[src/rtl/parity_pkg.sv]
// rtl/parity_pkg.sv - shared constants and state type for parity_rx9
// Purpose: frame geometry and receiver state encoding used by parity_rx9.
// Contents: DATA_W (data bits per frame), FRAME_W (data + parity bits), state_t.
package parity_pkg;

   localparam int DATA_W  = 9;
   localparam int FRAME_W = 10;

   typedef enum logic {
      SHIFT = 1'b0,
      HOLD  = 1'b1
   } state_t;

endpackage

[src/rtl/xorpar.sv]
// rtl/xorpar.sv - combinational 9-bit parity (XOR reduction)
// Purpose: returns the XOR of all nine input bits.
// Ports: data_i [8:0] bits to reduce, par_o XOR of data_i.
module xorpar (
   input  logic [8:0] data_i,
   output logic       par_o
);

   assign par_o = ^data_i;

endmodule

[src/rtl/parity_rx9.sv]
// rtl/parity_rx9.sv - serial 9-bit + parity frame receiver with output handshake
// Purpose: shifts in 9 data bits LSB-first plus one parity bit, then presents the
//          word and its parity-error flag until the consumer takes it.
// Ports: clk, rst (synchronous, active-high)
//        in_bit / in_valid / in_ready : serial bit input handshake
//        out_data / out_perr / out_valid / out_ready : frame output handshake
//        err_cnt : saturating parity-error count, only with PARITY_RX9_ERRCNT_EN
// Optional feature macro: PARITY_RX9_ERRCNT_EN
module parity_rx9
   import parity_pkg::*;
#(
   parameter int ODD_PARITY = 0
) (
   input  logic              clk,
   input  logic              rst,
   input  logic              in_bit,
   input  logic              in_valid,
   output logic              in_ready,
   output logic [DATA_W-1:0] out_data,
   output logic              out_perr,
   output logic              out_valid,
   input  logic              out_ready
`ifdef PARITY_RX9_ERRCNT_EN
   ,
   output logic [7:0]        err_cnt
`endif
);

   localparam logic       ODD_BIT  = (ODD_PARITY != 0);
   localparam logic [3:0] LAST_IDX = 4'(FRAME_W - 1);

   state_t              state_q;
   logic [3:0]          cnt_q;
   logic [DATA_W-1:0]   sr_q;
   logic [DATA_W-1:0]   sr_d;
   logic [DATA_W-1:0]   data_q;
   logic                perr_q;
   logic                perr_d;
   logic                valid_q;
   logic                ready_q;
   logic                sr_par;
   logic                accept;
   logic                handshake;

   xorpar u_xorpar (
      .data_i (sr_q),
      .par_o  (sr_par)
   );

   // ready_q is only ever 1 in SHIFT and valid_q only in HOLD, so these
   // handshakes already ignore the inactive side's signals.
   assign accept    = in_valid & ready_q;
   assign handshake = valid_q & out_ready;

   // New bits enter at the top so the first bit ends up in bit 0.
   always_comb begin
      sr_d   = {in_bit, sr_q[DATA_W-1:1]};
      perr_d = sr_par ^ in_bit ^ ODD_BIT;
   end

   always_ff @(posedge clk) begin
      if (rst) begin
         state_q <= SHIFT;
         cnt_q   <= 4'd0;
         sr_q    <= '0;
         data_q  <= '0;
         perr_q  <= 1'b0;
         valid_q <= 1'b0;
         ready_q <= 1'b1;
      end else begin
         case (state_q)
            SHIFT: begin
               if (accept) begin
                  if (cnt_q == LAST_IDX) begin
                     // Parity bit: sr_q already holds all nine data bits.
                     data_q  <= sr_q;
                     perr_q  <= perr_d;
                     valid_q <= 1'b1;
                     ready_q <= 1'b0;
                     state_q <= HOLD;
                  end else begin
                     sr_q  <= sr_d;
                     cnt_q <= cnt_q + 4'd1;
                  end
               end
            end
            HOLD: begin
               if (handshake) begin
                  cnt_q   <= 4'd0;
                  valid_q <= 1'b0;
                  ready_q <= 1'b1;
                  state_q <= SHIFT;
               end
            end
            default: state_q <= SHIFT;
         endcase
      end
   end

   assign in_ready  = ready_q;
   assign out_valid = valid_q;
   assign out_data  = data_q;
   assign out_perr  = perr_q;

`ifdef PARITY_RX9_ERRCNT_EN
   logic [7:0] err_cnt_q;
   logic [7:0] err_cnt_d;

   always_comb begin
      err_cnt_d = err_cnt_q;
      if (handshake && perr_q && (err_cnt_q != 8'hFF)) begin
         err_cnt_d = err_cnt_q + 8'd1;
      end
   end

   always_ff @(posedge clk) begin
      if (rst) begin
         err_cnt_q <= 8'd0;
      end else begin
         err_cnt_q <= err_cnt_d;
      end
   end

   assign err_cnt = err_cnt_q;
`endif

endmodule

[config.mk]
export PLATFORM = sky130hd
export DESIGN_NAME = parity_rx9
export DESIGN_NICKNAME = d
export VERILOG_FILES = /design/src/rtl/parity_pkg.sv /design/src/rtl/xorpar.sv /design/src/rtl/parity_rx9.sv
export SDC_FILE = /design/constraint.sdc
export NUM_CORES = 1
export LEC_CHECK = 0
export ABC_AREA = 1
export CAP_MARGIN = 20
export CORE_ASPECT_RATIO = 1.25
export CORE_UTILIZATION = 45
export CTS_CLUSTER_DIAMETER = 120
export DETAILED_ROUTE_END_ITERATION = 12
export PLACE_DENSITY = 0.67
export SYNTH_ARGS = -nofsm -noshare
export SYNTH_HDL_FRONTEND = slang
export SYNTH_HIERARCHICAL = 1
export SYNTH_SLANG_ARGS = --single-unit
[constraint.sdc]
create_clock -name clk -period 3 [get_ports clk]
set_input_delay 0.6 -clock clk [delete_from_list [all_inputs] [get_ports clk]]
set_output_delay 0.6 -clock clk [all_outputs]
set_load 0.05 [all_outputs]
Word level (Yosys, flattened, before mapping)
Index checks and enable logic that the tools add are counted.

Add/sub/neg operators: 1. Multiply operators: 0. Div/mod/pow operators: 0. Magnitude comparators: 0. Eq/ne operators: 5. Shift operators: 0. Mux-type cells: 16. Bitwise logic cells: 5. Reductions and logical operators: 5.

Operators with widths (count): $mux 4 (3); $reduce_and 3->1 (4); $mux 1 (9); $reduce_xor 9->1 (1); $pmux 4 s2 (1); $ne 2x2->1 const B (3); $pmux 1 s2 (3); $add 4x1->4 const B (1); $eq 4x4->1 const B (1); $and 1x1->1 (2); $ne 2x1->1 const B (1); $not 1->1 (2); $xor 1x1->1 (1).

Register bits after elaboration: 26. Bits in latches: 0. Bits in writable memories: 0. Bits in read-only memories: 0. Input port bits: 5. Output and inout port bits: 12. Word-level logic and storage cells: 39. Memories kept: 0.

Depth between registers and ports, before layout
Word-level depth: 4. Depth in mapped cells: 13. Depth with buffers taken out: 13.

Hierarchy
Netlist, hierarchy kept.

Modules (own cells, without submodules): parity_rx9 (times used 1, cells each 140, area each 1128.6 um2, sequential area each 520.5 um2); xorpar (times used 1, cells each 38, area each 163.9 um2, sequential area each 0.0 um2).

Worst setup path after synthesis
No wires, ideal clock.

Kind: reg2reg. Start: register ready_q, in the netlist in_ready. End: register cnt_q[0]. Setup time: 0.131 ns. Arrival time: 1.365 ns. Data required time: 2.869 ns. Slack: 1.504 ns. Cell stages (with the launch flop): 8. Buffers on the path: 2. Period minus slack after synthesis: 1.496 ns. Cells stage by stage: dfxtp_1 > nand2_1 > nor2_4 > buf_6 > nand2_8 > buf_12 > nand3_4 > a21oi_2.

Longest elaborated chain between the ends: 3.

Ends and longest elaborated chain: start: declaration (line parity_rx9.sv:40) `logic ready_q;`; start signal: assignment (line parity_rx9.sv:69) `ready_q <= 1'b1;`; start signal: assignment (line parity_rx9.sv:79) `ready_q <= 1'b0;`; start signal: assignment (line parity_rx9.sv:91) `ready_q <= 1'b1;`; $and 1x1->1 (line parity_rx9.sv:52) `assign accept = in_valid & ready_q;`; $ne 2x2->1 (no line); $reduce_and 3->1 (no line); end signal: assignment (line parity_rx9.sv:83) `cnt_q <= cnt_q + 4'd1;`; end: declaration (line parity_rx9.sv:33) `logic [3:0] cnt_q;`.

Every way passes these cells. A chain may end at the register's enable or synchronous reset.

Worst setup path in the final report
Start: register valid_q, in the netlist out_valid. End: output out_valid.

RTL lines: start: declaration (line parity_rx9.sv:39) `logic valid_q;`; start signal: assignment (line parity_rx9.sv:68) `valid_q <= 1'b0;`; start signal: assignment (line parity_rx9.sv:78) `valid_q <= 1'b1;`; start signal: assignment (line parity_rx9.sv:90) `valid_q <= 1'b0;`; end: declaration (line parity_rx9.sv:21) `output logic out_valid,`.

No word-level cell between the ends.

==> flow_summary_export.csv <==
group,metric,value,unit
clocking,h-tree-depth,1,
global_routing,grt_pass1_wl,4133,µm
floorplanning,core,2706,µm²
clocking,cts_tree,"built",
layout,finish.utilization,0.5381,
critical_path,slowest_stage,"clkdlybuf4s50_1",
power,powerDensity,402.6,nW/µm²
critical_path,slowest_delay,820,ps
job,maxCapViolCount,0,
clocking,postCtsSetupRepairBufs,0,
run_status,status,"finished clean",
placed_design,gp_congestion,0.7517,
critical_path,start_kind,"register",
global_routing,grt_pass1_vias,960,
critical_path,path_cells,"clkdlybuf4s50_1",
clocking,clk_pin_slew_worst_paths,130,ps
global_routing,antenna_found_initial,0,
yosys,synth_edf_count,0,
power,switching_share,0.2624,
routing,firstDrtPassIters,4,
floorplanning,die_width,49.94,µm
clocking,post_cts_resized,0,
clocking,root_buffer,"clkbuf_4",
hold_path,hold_path.class,"register to register",
yosys,avgSynthCellArea,7.261,µm²
timing,hold_viol,0,
timing,tns,0,ps
placed_design,io_buffers,16,
timing,tightestPinTransition,490.2,ps
floorplanning,die_h,61.92,µm
yosys,syn-num-nets,185,
yosys,yosysWarnings,6,
placed_design,place_ws,908.5,ps
yosys,ys.flop_type,"dfxtp_1",
timing,layout_min_cycle_time,2136,ps
routing,via_per_inst,4.996,
layout,nets,200,
routing,vias,1124,
routing,postRouteAntennaNets,0,
floorplanning,rows,21,
yosys,ys_types,23,
power,leakagePower,0.5860,nW
power,intPower,0.4325,mW
timing,fin_ws,863.8,ps
yosys,synth_top_area_frac,0.4027,
critical_path,cp.required,2400,ps
layout,nFillCells,259,
routing,route.detailed.wl_per_inst,10.84,µm
global_routing,met2_usage,0.3514,
layout,final_cells,225,
clocking,cts_made_buffers,3,
clocking,clock_latency,310,ps
critical_path,crit_type,"register to output pin",
timing,clock_skew,12.39,ps
global_routing,grt_most_used_layer,"met2",
critical_path,worstPathMaxFanout,4,
routing,drc,0,
global_routing,grt_max_degree,16,
power,ir_worst_vdd,0.3159,mV
global_routing,grtUsageMet3,0.02190,
placed_design,dpl.hpwl,1832,µm
power,power,0.5864,mW
critical_path,critPathBufInv,1,
routing,wl,2439,µm
power,power_frac_seq,0.623,
timing,finalMaxSlewViolations,0,
clocking,cts_buffer_depth,2,
yosys,seq_area_frac_synth,0.4027,
layout,syn2layout_area_growth,12.68,%
global_routing,met1_usage,0.1967,
timing,maxSlewHeadroom,0.6722,
timing,finalCritPeriodShare,0.7121,
yosys,ys_ff_latch,26,
critical_path,critical-path-top-delay-family,"buffers and inverters",
yosys,ys_async_sr_fraction,0,
floorplanning,ios,17,
routing,drt_iter0_drc,14,
clocking,cts_sinks,26,
floorplanning,dieArea,3092,µm²
placed_design,dp.cells,222,
global_routing,grt-ovfl-total,0,
clocking,cts_hold_buf,0,
timing,setup_violations,0,
global_routing,track_usage,0.1806,
timing,grt_setup_unrepaired,"false",
layout,layout_common_cells,"nand2_1, dfxtp_1, nor2_1",
yosys,yosysTopAreaCell,"dfxtp_1",
yosys,synth_area_leaders,"dfxtp_1, nand2_1, nand3_1",
timing,fmax,0.4681,GHz
critical_path,cp.arrival,1540,ps
layout,final_common_cell,"nand2_1",
power,switchingPower,0.1539,mW
critical_path,cp-end-kind,"output pin",
layout,diodes,0,
layout,drive_gt1_frac,0.1047,
power,combPwrFrac,0.144,
yosys,netlist_area,1292,µm²
yosys,netlist_instances,178,
power,clockPowerShare,0.233,
floorplanning,start_util,0.4776,
flip-flops by register name, indices dropped and copies added, names as in the netlist:
name	cells
sr_q	9
cnt_q	4
out_data	9
out_valid	1
state_q	1
in_ready	1
out_perr	1
final cells by class:
cell class | instances | area, µm² | area share
clock buffers | 3 | 22.52 | 0.01546
inverters | 19 | 71.32 | 0.04897
multi-input cells | 126 | 631.9 | 0.4338
flip-flops and latches | 26 | 520.5 | 0.3574
well taps | 34 | 42.54 | 0.02921
repair buffers | 17 | 167.7 | 0.1151
per-layer routing:
| layer | wire [µm] | share of wire |
|---|---|---|
| met1 | 1050 | 0.43 |
| met2 | 1321 | 0.54 |
| met3 | 45 | 0.018 |
| met4 | 22 | 0.0090 |
| met5 | 0 | 0 |
power by group through the flow:
stage | Combinational [mW] | Sequential, mW | Clock, mW
after floorplan | 0.0592 | 0.382 | 0
after global placement | 0.0829 | 0.372 | 0
after detailed placement | 0.0844 | 0.373 | 0
after CTS | 0.0848 | 0.365 | 0.145
after global routing | 0.0946 | 0.367 | 0.159
final | 0.0843 | 0.365 | 0.137
synthesized netlist by cell type (2+ instances only):
cell / n
nand2_1: 43
dfxtp_1: 26
nor2_1: 24
nand3_1: 18
inv_1: 16
a21oi_1: 13
o21ai_0: 9
nand2_2: 6
buf_6: 3
inv_2: 3
clkbuf_1: 2
ha_1: 2
nand3_2: 2
xor2_1: 2
final timing paths:
kind | cells past startpoint | slack, ps | end | startpoint
min reg2reg | 2 | 500 | out_data[1] | out_data[1]
min | 2 | 500 | out_data[1] | out_data[1]
max | 1 | 860 | out_valid | out_valid
max reg2reg | 7 | 1300 | out_perr | cnt_q[0]
cells by family after synthesis:
| family | Yosys count | share of synthesized area |
|---|---|---|
| flip-flops | 26 | 0.4027 |
| XOR/XNOR | 2 | 0.01356 |
| AND/OR/NAND/NOR | 98 | 0.3601 |
| adder cells (fa/ha/maj) | 2 | 0.01936 |
| AO/OA/AOI/OAI | 24 | 0.09583 |
| buffers and inverters | 26 | 0.1084 |
per-stage QoR:
stage | hold WS [ps] | cell area [µm²]
after floorplan | 455.8 | 1292
after global placement | 465.8 | 1434
after detailed placement | 470.4 | 1434
after CTS | 499.4 | 1456
after global routing | 514.8 | 1456
final | 495.7 | 1456
Note: power is estimated with default switching activity, not from simulation.
